<file path="config.mk">
export PLATFORM = sky130hd
export DESIGN_NAME = vga_timing_gen
export DESIGN_NICKNAME = d
export VERILOG_FILES = /design/src/rtl/vga_pkg.sv /design/src/rtl/vga_axis_ctr.sv /design/src/rtl/vga_timing_gen.sv
export SDC_FILE = /design/constraint.sdc
export NUM_CORES = 1
export LEC_CHECK = 0
export CAP_MARGIN = 20
export CORE_ASPECT_RATIO = 0.8
export CORE_MARGIN = 5
export CORE_UTILIZATION = 40
export DETAILED_ROUTE_END_ITERATION = 10
export GPL_TIMING_DRIVEN = 0
export PLACE_DENSITY = 0.7
export SLEW_MARGIN = 20
export SYNTH_ARGS = -nofsm -noshare
export SYNTH_HDL_FRONTEND = slang
export SYNTH_SLANG_ARGS = --single-unit
</file>
<file path="constraint.sdc">
create_clock -name clk -period 2.65 [get_ports clk]
set_input_delay 0.795 -clock clk [delete_from_list [all_inputs] [get_ports clk]]
set_output_delay 0.795 -clock clk [all_outputs]
set_load 0.01 [all_outputs]
</file>
<file path="src/rtl/vga_pkg.sv">
// vga_pkg: default 640x480@60 timing constants and
// per-axis helpers shared by the counter and the top.
package vga_pkg;

  localparam int H_ACTIVE_D = 640;
  localparam int H_FP_D     = 16;
  localparam int H_SYNC_D   = 96;
  localparam int H_BP_D     = 48;

  localparam int V_ACTIVE_D = 480;
  localparam int V_FP_D     = 10;
  localparam int V_SYNC_D   = 2;
  localparam int V_BP_D     = 33;

  localparam int CLK_DIV_D  = 2;
  localparam int CNT_W_D    = 10;
  localparam int DIV_W      = 4;

  typedef struct packed {
    logic sync;
    logic active;
  } axis_dec_t;

  function automatic int axis_total(
    input int active,
    input int fp,
    input int sync,
    input int bp
  );
    return active + fp + sync + bp;
  endfunction

  function automatic axis_dec_t axis_decode(
    input int   cnt,
    input int   active,
    input int   fp,
    input int   sync,
    input logic pol
  );
    axis_dec_t d;
    d.active = (cnt < active);
    d.sync   = (cnt >= active + fp &&
                cnt <  active + fp + sync) ? pol : ~pol;
    return d;
  endfunction

endpackage

</file>
<file path="src/rtl/vga_axis_ctr.sv">
// vga_axis_ctr: one timing axis -- counter, sync and
// active decode registered from the counter's next value.
module vga_axis_ctr
  import vga_pkg::*;
#(
  parameter int   ACTIVE = H_ACTIVE_D,
  parameter int   FP     = H_FP_D,
  parameter int   SYNC   = H_SYNC_D,
  parameter int   BP     = H_BP_D,
  parameter logic POL    = 1'b0,
  parameter int   W      = CNT_W_D
) (
  input  logic         clk,
  input  logic         rst,
  input  logic         adv,
  output logic [W-1:0] cnt,
  output logic         sync,
  output logic         wrap,
  output logic         active_nxt
);

  localparam int TOTAL = axis_total(ACTIVE, FP, SYNC, BP);
  localparam logic [W-1:0] LAST = W'(TOTAL - 1);

  logic [W-1:0] cnt_nxt;
  axis_dec_t    dec_nxt;

  always_comb begin
    cnt_nxt = cnt;
    if (adv) begin
      cnt_nxt = (cnt == LAST) ? '0 : cnt + W'(1);
    end
  end

  assign wrap = adv && (cnt == LAST);

  assign dec_nxt = axis_decode(
    int'(cnt_nxt), ACTIVE, FP, SYNC, POL);

  assign active_nxt = dec_nxt.active;

  // Reset parks on the last count so the first advance lands on 0.
  always_ff @(posedge clk or negedge rst) begin
    if (!rst) begin
      cnt  <= LAST;
      sync <= ~POL;
    end else begin
      cnt  <= cnt_nxt;
      sync <= dec_nxt.sync;
    end
  end

endmodule

</file>
<file path="src/rtl/vga_timing_gen.sv">
// vga_timing_gen: VGA raster timing with a pixel strobe
// from a clk divider and two cascaded axis counters.
module vga_timing_gen
  import vga_pkg::*;
#(
  parameter int   H_ACTIVE = H_ACTIVE_D,
  parameter int   H_FP     = H_FP_D,
  parameter int   H_SYNC   = H_SYNC_D,
  parameter int   H_BP     = H_BP_D,
  parameter int   V_ACTIVE = V_ACTIVE_D,
  parameter int   V_FP     = V_FP_D,
  parameter int   V_SYNC   = V_SYNC_D,
  parameter int   V_BP     = V_BP_D,
  parameter logic H_POL    = 1'b0,
  parameter logic V_POL    = 1'b0,
  parameter int   CLK_DIV  = CLK_DIV_D,
  parameter int   CNT_W    = CNT_W_D
) (
  input  logic             clk,
  input  logic             rst,
  input  logic             en,
  output logic             pix_en,
  output logic             h_sync,
  output logic             v_sync,
  output logic [CNT_W-1:0] pixel_x,
  output logic [CNT_W-1:0] pixel_y,
  output logic             video_on,
  output logic             line_start,
  output logic             frame_start
);

  localparam int H_TOTAL =
    axis_total(H_ACTIVE, H_FP, H_SYNC, H_BP);
  localparam int V_TOTAL =
    axis_total(V_ACTIVE, V_FP, V_SYNC, V_BP);

  if (H_TOTAL > (1 << CNT_W)) begin : g_h_total_chk
    $error("H_TOTAL does not fit in CNT_W");
  end
  if (V_TOTAL > (1 << CNT_W)) begin : g_v_total_chk
    $error("V_TOTAL does not fit in CNT_W");
  end
  if (H_BP == 0 || H_SYNC == 0) begin : g_h_zero_chk
    $error("H_BP and H_SYNC must be nonzero");
  end
  if (V_BP == 0 || V_SYNC == 0) begin : g_v_zero_chk
    $error("V_BP and V_SYNC must be nonzero");
  end
  if (CLK_DIV < 1 || CLK_DIV > 16) begin : g_div_chk
    $error("CLK_DIV must be in 1..16");
  end

  localparam logic [DIV_W-1:0] DIV_LAST =
    DIV_W'(CLK_DIV - 1);

  logic [DIV_W-1:0] div;
  logic             tick;
  logic             h_wrap;
  logic             v_wrap;
  logic             h_act_nxt;
  logic             v_act_nxt;
  logic             line_q;
  logic             frame_q;

  assign tick   = en && (div == DIV_LAST);
  assign pix_en = rst && tick;

  always_ff @(posedge clk or negedge rst) begin
    if (!rst) begin
      div <= '0;
    end else if (en) begin
      div <= tick ? '0 : div + DIV_W'(1);
    end
  end

  vga_axis_ctr #(
    .ACTIVE (H_ACTIVE),
    .FP     (H_FP),
    .SYNC   (H_SYNC),
    .BP     (H_BP),
    .POL    (H_POL),
    .W      (CNT_W)
  ) u_h_axis (
    .clk        (clk),
    .rst        (rst),
    .adv        (tick),
    .cnt        (pixel_x),
    .sync       (h_sync),
    .wrap       (h_wrap),
    .active_nxt (h_act_nxt)
  );

  vga_axis_ctr #(
    .ACTIVE (V_ACTIVE),
    .FP     (V_FP),
    .SYNC   (V_SYNC),
    .BP     (V_BP),
    .POL    (V_POL),
    .W      (CNT_W)
  ) u_v_axis (
    .clk        (clk),
    .rst        (rst),
    .adv        (h_wrap),
    .cnt        (pixel_y),
    .sync       (v_sync),
    .wrap       (v_wrap),
    .active_nxt (v_act_nxt)
  );

  always_ff @(posedge clk or negedge rst) begin
    if (!rst) begin
      video_on <= 1'b0;
      line_q   <= 1'b0;
      frame_q  <= 1'b0;
    end else begin
      video_on <= h_act_nxt && v_act_nxt;
      line_q   <= h_wrap;
      frame_q  <= h_wrap && v_wrap;
    end
  end

  // Pulses are suppressed while timing is frozen.
  assign line_start  = en && line_q;
  assign frame_start = en && frame_q;

endmodule

</file>
======== Word-level counts from Yosys, hierarchy flattened ========
Index checks and enable logic that the tools add are counted.
word-level totals
  logic and storage cells ................. 37
  output and inout bits ................... 26
  bits of input ports ..................... 3
  bits in registers ....................... 29
operators by class
  multiplexer cells ....................... 7
  eq/ne operators ......................... 3
  $lt $le $gt $ge ......................... 6
  reduce and logical (&&, ||, !) cells .... 10
  add/sub/neg operators ................... 3
operators with widths
  operator               count
  $mux 10                4
  $add 10x1->10 const B  2
  $eq 10x10->1 const B   2
  $lt 10x10->1 const B   2
  $lt 10x9->1 const B    2
  $ge 10x10->1 const B   1
  $ge 10x9->1 const B    1
  $logic_and 1x1->1      10
  $add 4x1->4 const B    1
  $eq 4x1->1 const B     1
  $mux 4                 1
  $mux 1                 2

======== Depth between registers and ports, before layout ========
Gate-level depths: netlist (run 1).
  word-level depth ........................ 7
  depth in mapped cells ................... 9
  gate-level depth less buffers ........... 9

======== Hierarchy ========
A second synthesis (run 1) with hierarchy kept.
unflattened totals
  cell total of the unflattened synthesis .. 161
  area total of the unflattened synthesis .. 1675.4 um^2
by module, submodules not included
  module                   times used  seq. area each (um^2)  cells each  area each (um^2)
  vga_axis_ctr (u_v_axis)  1           280.3                  72          711.9
  vga_axis_ctr (u_h_axis)  1           285.3                  62          636.9
  vga_timing_gen           1           175.2                  27          326.6

======== Worst setup path before layout (run 1) ========
No wires, ideal clock.
  path kind ............................... input -> output
  from .................................... input en
  to ...................................... output pix_en
  path slack .............................. 0.190 ns
  required time ........................... 1.855 ns
  stages on the path ...................... 4
  arrival time ............................ 1.665 ns
  path buffers ............................ 2
  path through ............................ buf_2 -> and4bb_1 -> clkbuf_1 -> and2_1
between the ends
  longest elaborated chain between the ends .. 2
ends and longest elaborated chain
  item               line                  RTL
  from (decl)        vga_timing_gen.sv:21  input logic en,
  $logic_and 1x1->1  vga_timing_gen.sv:65  assign tick = en && (div == DIV_LAST);
  $logic_and 1x1->1  vga_timing_gen.sv:66  assign pix_en = rst && tick;
  to (decl)          vga_timing_gen.sv:22  output logic pix_en,
No other way between the ends.

======== Worst setup path in the final report (run 1) ========
  from .................................... register div[0]
  to ...................................... output pix_en
between the ends
  longest elaborated chain between the ends .. 3
ends and longest elaborated chain
  item                    line                  RTL
  from (decl)             vga_timing_gen.sv:56  logic [DIV_W-1:0] div;
  from (signal assigned)  vga_timing_gen.sv:72  div <= tick ? '0 : div + DIV_W'(1);
  $eq 4x1->1              vga_timing_gen.sv:65
  $logic_and 1x1->1       vga_timing_gen.sv:65
  $logic_and 1x1->1       vga_timing_gen.sv:66
No other way between the ends.

==> results of run 1 <==
[flip-flops by register name, summed over array words and instances (netlist names)]
signal,cells
u_v_axis.sync,1
line_q,1
frame_q,1
u_v_axis.cnt,10
video_on,1
u_h_axis.cnt,10
u_h_axis.sync,1
div,4
[repair_timing]
item / in CTS / in global routing
setup endpoints to repair: 1 / 1
pin swaps: 1 / 0
setup buffers: 1 / 0
resized for setup: 7 / 1
[per-layer routing]
metal | global-route usage | routed length [um] | vias to the layer above
li1 | - | - | 704
met1 | 0.1959 | 1936 | 688
met2 | 0.2180 | 1692 | 36
met3 | 0.04038 | 204 | 5
met4 | 0.06122 | 65 | 0
met5 | 0 | 0 | -
[through the flow]
stage	power, mW	utilization	TNS (ps)	cells
final	1.169	0.5196	0	272
after CTS	1.178	0.5175	0	272
after global placement	0.8049	0.4939	-1160	263
after floorplan	0.7163	-	0	179
after global routing	1.236	0.5196	0	272
after detailed placement	0.8126	0.4927	-507.9	263
[layout by cell type, fill, tap and decap left out, types with 3 or more instances in the layout]
cell | synthesis | routed
clkinv_2 | 1 | 3
nand4_1 | 7 | 7
xor2_1 | 6 | 6
clkdlybuf4s50_1 | 0 | 25
nor2_1 | 14 | 14
nand2_1 | 22 | 22
buf_4 | 0 | 3
xnor2_1 | 7 | 7
nand3_1 | 5 | 5
clkbuf_8 | 0 | 6
clkbuf_1 | 3 | 3
and2_1 | 6 | 6
buf_2 | 7 | 6
dfrtp_1 | 17 | 17
o21ai_0 | 9 | 9
a21oi_1 | 6 | 6
ha_1 | 5 | 5
o31ai_1 | 4 | 4
inv_1 | 6 | 6
and3_1 | 3 | 3
dfstp_2 | 12 | 12
[final cells by class]
cell class	count	area (sq um)
buffer	11	70.07
clock buffer	6	72.57
clock inverter	2	10.01
fill	390	2007
inverter	7	27.53
multi-input combinational	132	904.6
sequential	29	740.7
tap	57	71.32
timing repair buffer	28	274.0
[report_power, final]
part	total (mW)	internal (mW)	switching (mW)	leakage, nW
Clock	0.352	0.182	0.170	0.0450
Combinational	0.236	0.129	0.107	0.504
Sequential	0.581	0.517	0.0639	0.345
Total	1.17	0.827	0.341	0.894
[worst max-delay path by stage]
| stage | from | to | slack [ps] | cells past startpoint |
|---|---|---|---|---|
| global placement | rst | pix_en | -1160 | 3 |
| floorplan | en | pix_en | 190 | 4 |
| finish | div[0] | pix_en | 70 | 5 |
| detailed placement | en | pix_en | -510 | 5 |
| CTS | div[0] | pix_en | 60 | 5 |
| global route | div[0] | pix_en | 8 | 5 |
[critical path: stages, from the launching register on]
cell           delay, ps
dfrtp_1              430
ha_1                 240
and4bb_2             250
clkbuf_8             160
and2_1               150
dlygate4sd2_1        270
[cells by family (layout without fill, tap and decap cells)]
group | Yosys count | in the layout | share of synthesized area
simple gates | 80 | 80 | 0.2791
compound gates | 31 | 31 | 0.1170
flops | 29 | 29 | 0.4302
buf+inv | 18 | 54 | 0.04941
xor+xnor | 14 | 14 | 0.07558
fa+ha+maj | 5 | 5 | 0.03634
mux | 2 | 2 | 0.01235
==> summary.txt, run 1 <==
Pwr
  – Pleak: 0.8939 nW
  – VDD IR max: 288.3 uV
  – Power density over cell area: 538.4 nW/um^2

Finish
  – Antenna cells: 0
  – Post-layout nets: 222
  – Syn-to-layout area delta: 26.09%
  – Layout cell share with drive strength beyond 1: 0.1953
  – Post-route cell area: 2171 sq um

Place
  – Pre-CTS WS: -507.9 ps
  – Cell Area, Placed: 2058 sq um
  – GP Congestion: 0.8274
  – Port Buffer Count: 27
  – HPWL after DPL: 2760 um

Yosys
  – Post-synth EDFFs: 0
  – Post-synthesis async set-or-reset flop share: 1.000
  – Synth top area share: 0.2471
  – Cells after Synth: 179
  – Yosys warns: 0
  – Most common cell in the netlist: nand2_1
  – Synth top cells by count: nand2_1 (22), dfrtp_1 (17), nor2_1 (14)
  – Yosys cell types: 50
  – Area leader, netlist: dfrtp_1
  – Top post-synthesis cells by area: dfrtp_1 (25%), dfstp_2 (18%), nand2_1 (4.8%), ha_1 (3.6%), xnor2_1 (3.6%)
  – Post-synth top flop: dfrtp_1
  – Mapped Nets: 187
  – Syn avg cell area: 9.618 sq um
  – Sequential-to-total area share from yosys stat: 0.4302
  – Synthesized flop and latch total: 29
  – Syn Std Cell Area: 1722 sq um

Min path
  – Worst min path class: input port to asynchronous set/reset pin

Drt
  – Post-route DRC: 0
  – Post-DRT Antenna Nets: 0
  – Vias/cell: 5.268
  – 1st-pass router iterations: 4
  – 1st-iter DRT viols: 107
  – Final Routed Wirelength: 3899 um
  – Vias: 1433
  – Wire per inst: 14.33 um

Die
  – Die ar.: 5724 sq um
  – CORE AREA: 4178 sq um
  – Row count: 21
  – I/O Pins: 29
  – Die width: 83.35 um
  – Initial Util: 0.4121
  – Die height: 68.68 um

STA
  – Finish-stage setup viols: 0
  – Achievable frequency: 387.6 MHz
  – Final Skew: 2.838 ps
  – RSZ-0062 raised after global routing: no
  – Final slew viol count: 0
  – Final min period: 2580 ps
  – Final worst-path cycle share: 0.9735
  – Final WS setup: 70.18 ps
  – Worst Hold Margin: 429.1 ps
  – Final Hold Vio Count: 0
  – Slew HR: 0.6946
  – Worst-margin pin slew: 455.6 ps

Worst setup path
  – Critical path fanouts, max: 10
  – Cells on worst reg2reg path: 9
  – Critical path type: flop to output port
  – Critical R2R Capture: video_on
  – Reg2reg start: u_h_axis.cnt[0]
  – Worst setup EP type: output port
  – CP startpoint kind: flop
  – Reg2reg setup slack: 250 ps
  – CP arrival: 1780 ps
  – WP data required: 1860 ps

Global routing
  – Total GRT Usage: 0.1443
  – Vias in the first global route: 1352
  – Global route overflow: 0
  – Largest net degree at the start of global routing: 31
  – Initial antenna violation count: 0
  – First-pass GRT wire length: 6451 um

Run status
  – Run status: finished clean

CTS
  – Clock sink count: 29
  – Worst-path clk slew: 60 ps
  – Total CTS buffers: 5
  – Root Buffer Master: clkbuf_8
  – Latest clock arrival within the worst-skew pair: 280 ps
  – CTS Buffer Depth: 2
  – Hold-fix buffers at CTS: 0
  – CTS tree: yes
  – Htree depth: 2

Job
  – Max Cap Viol: 0
No activity file was read; power rests on OpenSTA's default activity.
==> inputs of run 2 (changes only) <==
--- a/config.mk
+++ b/config.mk
@@ -7,8 +7,9 @@
 export LEC_CHECK = 0
 export CAP_MARGIN = 20
 export CORE_ASPECT_RATIO = 0.8
-export CORE_MARGIN = 5
+export CORE_MARGIN = 2
 export CORE_UTILIZATION = 40
+export CTS_BUF_LIST = sky130_fd_sc_hd__clkbuf_8
 export DETAILED_ROUTE_END_ITERATION = 10
 export GPL_TIMING_DRIVEN = 0
 export PLACE_DENSITY = 0.7
==> constraint.sdc (replaced) <==
create_clock -name clk -period 2.65 [get_ports clk]
set_input_delay 0.795 -clock clk [delete_from_list [all_inputs] [get_ports clk]]
set_output_delay 0.795 -clock clk [all_outputs]
set_load 0.02 [all_outputs]
==> summary.txt, run 2 (synthesis results as in run 1) <==
Finish
  – Post-layout nets: 222 (unchanged)
  – Most frequent cells in the layout: clkdlybuf4s50_1 (25), nand2_1 (22), dfrtp_1 (17), nor2_1 (14), dfstp_2 (12)
  – Post-route cell area: 2163 sq um (-0.35%)
  – Layout cell share with drive strength beyond 1: 0.1907 (-0.004651)
  – FILL cells: 401 (+2.8%)
  – Most common cell after layout, fill and taps aside: clkdlybuf4s50_1
  – Syn-to-layout area delta: 25.65%
  – Register area: 740.7 sq um (unchanged)
  – Leading registers by flop count: u_h_axis.cnt x10, u_v_axis.cnt x10, div x4
  – Area of the multi-input gates: 895.9 sq um (-0.97%)
  – Antenna cells: 0 (unchanged)

Global routing
  – GR peak layer: met2
  – Global route overflow: 0 (unchanged)
  – First-pass GRT wire length: 6168 um (-4.4%)
  – Vias in the first global route: 1315 (-2.7%)
  – Total GRT Usage: 0.1641 (+0.01980)
  – Global Route met2 Usage: 0.2391 (+0.02113)
  – Met1 usage: 0.2241 (+0.02818)
  – Routing usage on met3: 0.04624 (+0.005863)
  – Initial antenna violation count: 0 (unchanged)
  – Largest net degree at the start of global routing: 31 (unchanged)

Drt
  – Final Routed Wirelength: 3639 um (-6.7%)
  – 1st-iter DRT viols: 92 (-14%)
  – Wire per inst: 13.38 um (-6.7%)
  – 1st-pass router iterations: 4 (unchanged)
  – Vias: 1437 (+0.28%)
  – Vias/cell: 5.283 (+0.28%)
  – Post-route DRC: 0 (unchanged)
  – Post-DRT Antenna Nets: 0 (unchanged)

Place
  – Pre-CTS WS: -543.3 ps (-35.44 ps)
  – Cell Area, Placed: 2058 sq um (unchanged)
  – HPWL after DPL: 2547 um (-7.7%)
  – Port Buffer Count: 27 (unchanged)
  – GP Congestion: 0.7876 (-4.8%)

Worst setup path
  – Cell Chain, Critical Path: buf_2 > and4bb_1 > buf_4 > and2_1 > clkdlybuf4s15_2
  – Reg2reg start: u_h_axis.cnt[0]
  – Critical path fanouts, max: 10 (unchanged)
  – Critical path type: input port to output port
  – Critical R2R Capture: video_on
  – Reg2reg setup slack: 230 ps (-20 ps)
  – CP startpoint kind: input port
  – CP arrival: 1760 ps (-20 ps)
  – WP data required: 1860 ps (about the same)
  – Critical Path Max Stage Delay: 250 ps (-180 ps)
  – Worst setup EP type: output port
  – Cells on worst reg2reg path: 9 (unchanged)
  – Crit path max-delay family: buffers and inverters
  – Worst path slowest cell: clkdlybuf4s15_2
  – Buf+Inv Stages, Crit Path: 3 (+1)

STA
  – Slew HR: 0.7337 (+0.03910)
  – Final slew viol count: 0 (unchanged)
  – Finish-stage setup viols: 0 (unchanged)
  – Achievable frequency: 390.7 MHz (+0.80%)
  – Final Hold Vio Count: 0 (unchanged)
  – Final worst-path cycle share: 0.9657 (-0.007769)
  – RSZ-0062 raised after global routing: no
  – Final min period: 2559 ps (-20.59 ps)
  – Final Skew: 5.941 ps (+3.104 ps)
  – Worst-margin pin slew: 399.4 ps (-56.16 ps)
  – Final WS setup: 90.77 ps (+20.59 ps)

Die
  – I/O Pins: 29 (unchanged)
  – Row count: 21 (unchanged)
  – Die width: 77.35 um (-7.2%)
  – Die ar.: 4848 sq um (-15%)
  – CORE AREA: 4151 sq um (-0.63%)
  – Initial Util: 0.4147 (+0.002608)
  – Die height: 62.68 um (-8.7%)

Pwr
  – Pleak: 0.8935 nW (about the same)
  – Switch share: 0.2961 (+0.004035)
  – Comb pwr share: 0.207 (+0.005)
  – Sequential power share: 0.483 (-0.014)
  – Internal power: 845.5 uW (+2.2%)
  – Clock share of power: 0.310 (+0.009)
  – Final Total Pwr: 1.201 mW (+2.8%)
  – Sw power: 355.6 uW (+4.2%)
  – Power density over cell area: 555.2 nW/um^2 (+3.1%)
  – VDD IR max: 315.2 uV (+9.3%)

CTS
  – Root Buffer Master: clkbuf_8
  – Worst-path clk slew: 60 ps (about the same)
  – Total CTS buffers: 5 (unchanged)
  – Latest clock arrival within the worst-skew pair: 280 ps (about the same)
  – Htree depth: 2 (unchanged)
  – CTS tree: yes
  – Clock sink count: 29 (unchanged)
  – CTS Buffer Depth: 2 (unchanged)

Min path
  – Worst min path class: input port to asynchronous set/reset pin

Job
  – Max Cap Viol: 0 (unchanged)

Run status
  – Run status: finished clean
run 2: through the flow:
stage / TNS (ps) / util / instances / hold slack, ps
floorplan: 0 / - / 179 / 451.8
global placement: -1220 / 0.4970 / 263 / 467.2
detailed placement: -543.3 / 0.4958 / 263 / 476.9
CTS: 0 / 0.5205 / 272 / 487.3
global route: 0 / 0.5211 / 272 / 481.7
finish: 0 / 0.5211 / 272 / 463.2
run 2: cell type report:
class | count | share of cell area
plain buffers | 11 | 0.02834
clock buffers | 6 | 0.03817
clock inverters | 2 | 0.003470
inverters | 7 | 0.01272
multi-input cells | 132 | 0.4141
flip-flops and latches | 29 | 0.3424
well taps | 57 | 0.03297
repair buffers | 28 | 0.1278
run 2: what timing repair did:
item                                    4_1_cts  5_1_grt
hold buffers                                  0        0
buffers inserted                              1        0
resized for setup                             5        2
hold endpoints to repair                      0        0
pin swaps                                     1        0
endpoints found under the setup margin        1        1
run 2: worst max-delay path by stage:
stage               slack [ps]  start  endpoint  cells past startpoint
global placement         -1220    rst    pix_en                      3
detailed placement        -540     en    pix_en                      5
floorplan                  120     en    pix_en                      4
global route                 5     en    pix_en                      5
CTS                         20    rst    pix_en                      3
finish                      90     en    pix_en                      5
run 2: worst reg2reg max path: stages, from the launching register on:
cell,delay [ps]
dfstp_2,580
ha_1,170
and3_1,160
clkbuf_1,240
nand4_2,290
clkinv_2,220
nand4_2,140
xnor2_2,170
o211a_1,150
a211oi_1,210
run 2: power by group through the flow:
stage,registers [mW],logic [mW],clock network [mW]
after floorplan,0.604,0.133,0
after global placement,0.584,0.238,0
after detailed placement,0.587,0.245,0
after CTS,0.579,0.252,0.388
after global routing,0.590,0.282,0.405
final,0.580,0.249,0.372
run 2: routing by layer:
| metal | up-vias | share of wire | routed length [um] |
|---|---|---|---|
| li1 | 707 | - | - |
| met3 | 7 | 0.056 | 204 |
| met2 | 37 | 0.44 | 1586 |
| met1 | 686 | 0.49 | 1776 |
| met4 | 0 | 0.020 | 72 |
| met5 | - | 0 | 0 |
==> inputs of run 3 (changes only) <==
--- a/config.mk
+++ b/config.mk
@@ -6,13 +6,15 @@
 export NUM_CORES = 1
 export LEC_CHECK = 0
 export CAP_MARGIN = 20
+export CELL_PAD_IN_SITES_DETAIL_PLACEMENT = 0
+export CELL_PAD_IN_SITES_GLOBAL_PLACEMENT = 2
 export CORE_ASPECT_RATIO = 0.8
 export CORE_MARGIN = 2
-export CORE_UTILIZATION = 40
+export CORE_UTILIZATION = 34
 export CTS_BUF_LIST = sky130_fd_sc_hd__clkbuf_8
 export DETAILED_ROUTE_END_ITERATION = 10
 export GPL_TIMING_DRIVEN = 0
-export PLACE_DENSITY = 0.7
+export PLACE_DENSITY = 0.89
 export SLEW_MARGIN = 20
 export SYNTH_ARGS = -nofsm -noshare
 export SYNTH_HDL_FRONTEND = slang
==> summary.txt, run 3 (synthesis results as in run 1) <==
Finish
  – Antenna cells: 0 (unchanged)
  – Leading registers by flop count: u_h_axis.cnt x10, u_v_axis.cnt x10, div x4
  – Most common cell after layout, fill and taps aside: clkdlybuf4s50_1
  – Syn-to-layout area delta: 27.04%
  – Post-layout nets: 222 (unchanged)
  – Layout cell share with drive strength beyond 1: 0.2047 (+0.01395)
  – Final core utilization: 0.4419 (-0.07924)
  – Most frequent cells in the layout: clkdlybuf4s50_1 (25), nand2_1 (22), dfrtp_1 (17), nor2_1 (14), dfstp_2 (12)

Global routing
  – Total GRT Usage: 0.1448 (-0.01929)
  – Initial antenna violation count: 0 (unchanged)
  – First-pass GRT wire length: 6299 um (+2.1%)
  – Vias in the first global route: 1248 (-5.1%)
  – Global route overflow: 0 (unchanged)
  – Largest net degree at the start of global routing: 31 (unchanged)

Pwr
  – VDD IR max: 298.2 uV (-5.4%)
  – Switch share: 0.2915 (-0.004519)
  – Clock share of power: 0.328 (+0.018)
  – Sequential power share: 0.467 (-0.016)
  – Power density over cell area: 568.3 nW/um^2 (+2.4%)
  – Sw power: 362.4 uW (+1.9%)
  – Comb pwr share: 0.205 (-0.002)
  – Internal power: 880.6 uW (+4.2%)
  – Pleak: 0.8930 nW (about the same)

STA
  – Final Hold Vio Count: 0 (unchanged)
  – Achievable frequency: 387.9 MHz (-0.72%)
  – RSZ-0062 raised after global routing: no
  – Slew HR: 0.6943 (-0.03943)
  – Finish-stage setup viols: 0 (unchanged)
  – Final Skew: 3.765 ps (-2.176 ps)
  – Final worst-path cycle share: 0.9728 (+0.007010)
  – Worst-margin pin slew: 456.1 ps (+56.66 ps)
  – Final WS setup: 72.19 ps (-18.58 ps)
  – Final slew viol count: 0 (unchanged)
  – Final min period: 2578 ps (+18.58 ps)

CTS
  – Clock sink count: 29 (unchanged)
  – Htree depth: 2 (unchanged)
  – Total CTS buffers: 5 (unchanged)
  – CTS tree: yes
  – CTS Buffer Depth: 2 (unchanged)
  – Latest clock arrival within the worst-skew pair: 280 ps (about the same)
  – Hold-fix buffers at CTS: 0 (unchanged)
  – Worst-path clk slew: 60 ps (about the same)
  – Root Buffer Master: clkbuf_8

Die
  – CORE AREA: 4950 sq um (+19%)
  – Row count: 23 (+9.5%)
  – Die height: 67.65 um (+7.9%)
  – Die width: 83.56 um (+8.0%)
  – I/O Pins: 29 (unchanged)
  – Die ar.: 5652 sq um (+17%)
  – Initial Util: 0.3478 (-0.06688)

Place
  – Port Buffer Count: 27 (unchanged)
  – GP Congestion: 0.7614 (-3.3%)
  – Pre-CTS WS: -569.3 ps (-25.95 ps)
  – HPWL after DPL: 2669 um (+4.8%)

Drt
  – Vias/cell: 5.137 (-2.8%)
  – Wire per inst: 13.77 um (+2.9%)
  – Final Routed Wirelength: 3814 um (+4.8%)
  – Post-route DRC: 0 (unchanged)
  – Post-DRT Antenna Nets: 0 (unchanged)
  – Vias: 1423 (-0.97%)
  – 1st-pass router iterations: 4 (unchanged)
  – 1st-iter DRT viols: 89 (-3.3%)

Worst setup path
  – Critical R2R Capture: video_on
  – Reg2reg start: u_h_axis.cnt[0]
  – CP startpoint kind: input port
  – Setup crit start: en
  – Critical path fanouts, max: 10 (unchanged)
  – Reg2reg setup slack: 210 ps (-20 ps)
  – CP arrival: 1780 ps (+20 ps)
  – Worst setup EP type: output port
  – Cells on worst reg2reg path: 9 (unchanged)
  – WP data required: 1860 ps (about the same)
  – Critical path type: input port to output port

Job
  – Max Cap Viol: 0 (unchanged)

Run status
  – Run status: finished clean

Min path
  – Worst min path class: input port to asynchronous set/reset pin
[run 3: power by group through the flow]
stage	Clock, mW	Combinational (mW)	Sequential, mW
floorplan	0	0.133	0.604
global placement	0	0.241	0.585
detailed placement	0	0.246	0.587
CTS	0.420	0.252	0.580
global route	0.443	0.286	0.590
finish	0.408	0.255	0.580
[run 3: final cells by class]
type | instances | area (sq um)
clock inverter | 1 | 5.005
timing repair buffer | 28 | 276.5
clock buffer | 7 | 96.34
fill | 511 | 2763
multi-input combinational | 132 | 895.9
sequential | 29 | 740.7
buffer | 11 | 67.56
tap | 62 | 77.57
inverter | 7 | 27.53
[run 3: worst max path at each step]
stage / slack [ps] / depth (start not counted) / to
3_5_place_dp: -570 / 5 / pix_en
5_1_grt: 10 / 5 / pix_en
3_3_place_gp: -1270 / 3 / pix_en
2_1_floorplan: 120 / 4 / pix_en
6_report: 70 / 5 / pix_en
4_1_cts: 10 / 5 / pix_en
[run 3: timing repair]
action / 4_1_cts / 5_1_grt
gates resized for setup: 7 / 1
pin swaps: 1 / 1
endpoints found under the setup margin: 1 / 1
buffers inserted: 0 / 1
[run 3: routing by layer]
layer	vias to the layer above	global-route usage	wire (um)
met1	675	0.2161	1953
met2	38	0.1910	1562
met5	-	0	0
li1	703	-	-
met3	7	0.04645	244
met4	0	0.05444	53
[run 3: critical path, stage by stage]
cell	delay (ps)
buf_2	170
and4bb_2	270
clkbuf_8	170
and2_1	120
clkdlybuf4s15_2	250
[run 3: per-stage QoR]
step / power [mW] / hold WS (ps) / TNS [ps] / cell area (sq um) / std cells
global placement: 0.8265 / 468.3 / -1275 / 2069 / 268
CTS: 1.252 / 445.0 / 0 / 2180 / 276
global route: 1.319 / 455.2 / 0 / 2187 / 277
floorplan: 0.7368 / 451.8 / 0 / 1722 / 179
detailed placement: 0.8323 / 475.2 / -569.3 / 2064 / 268
finish: 1.243 / 435.8 / 0 / 2187 / 277
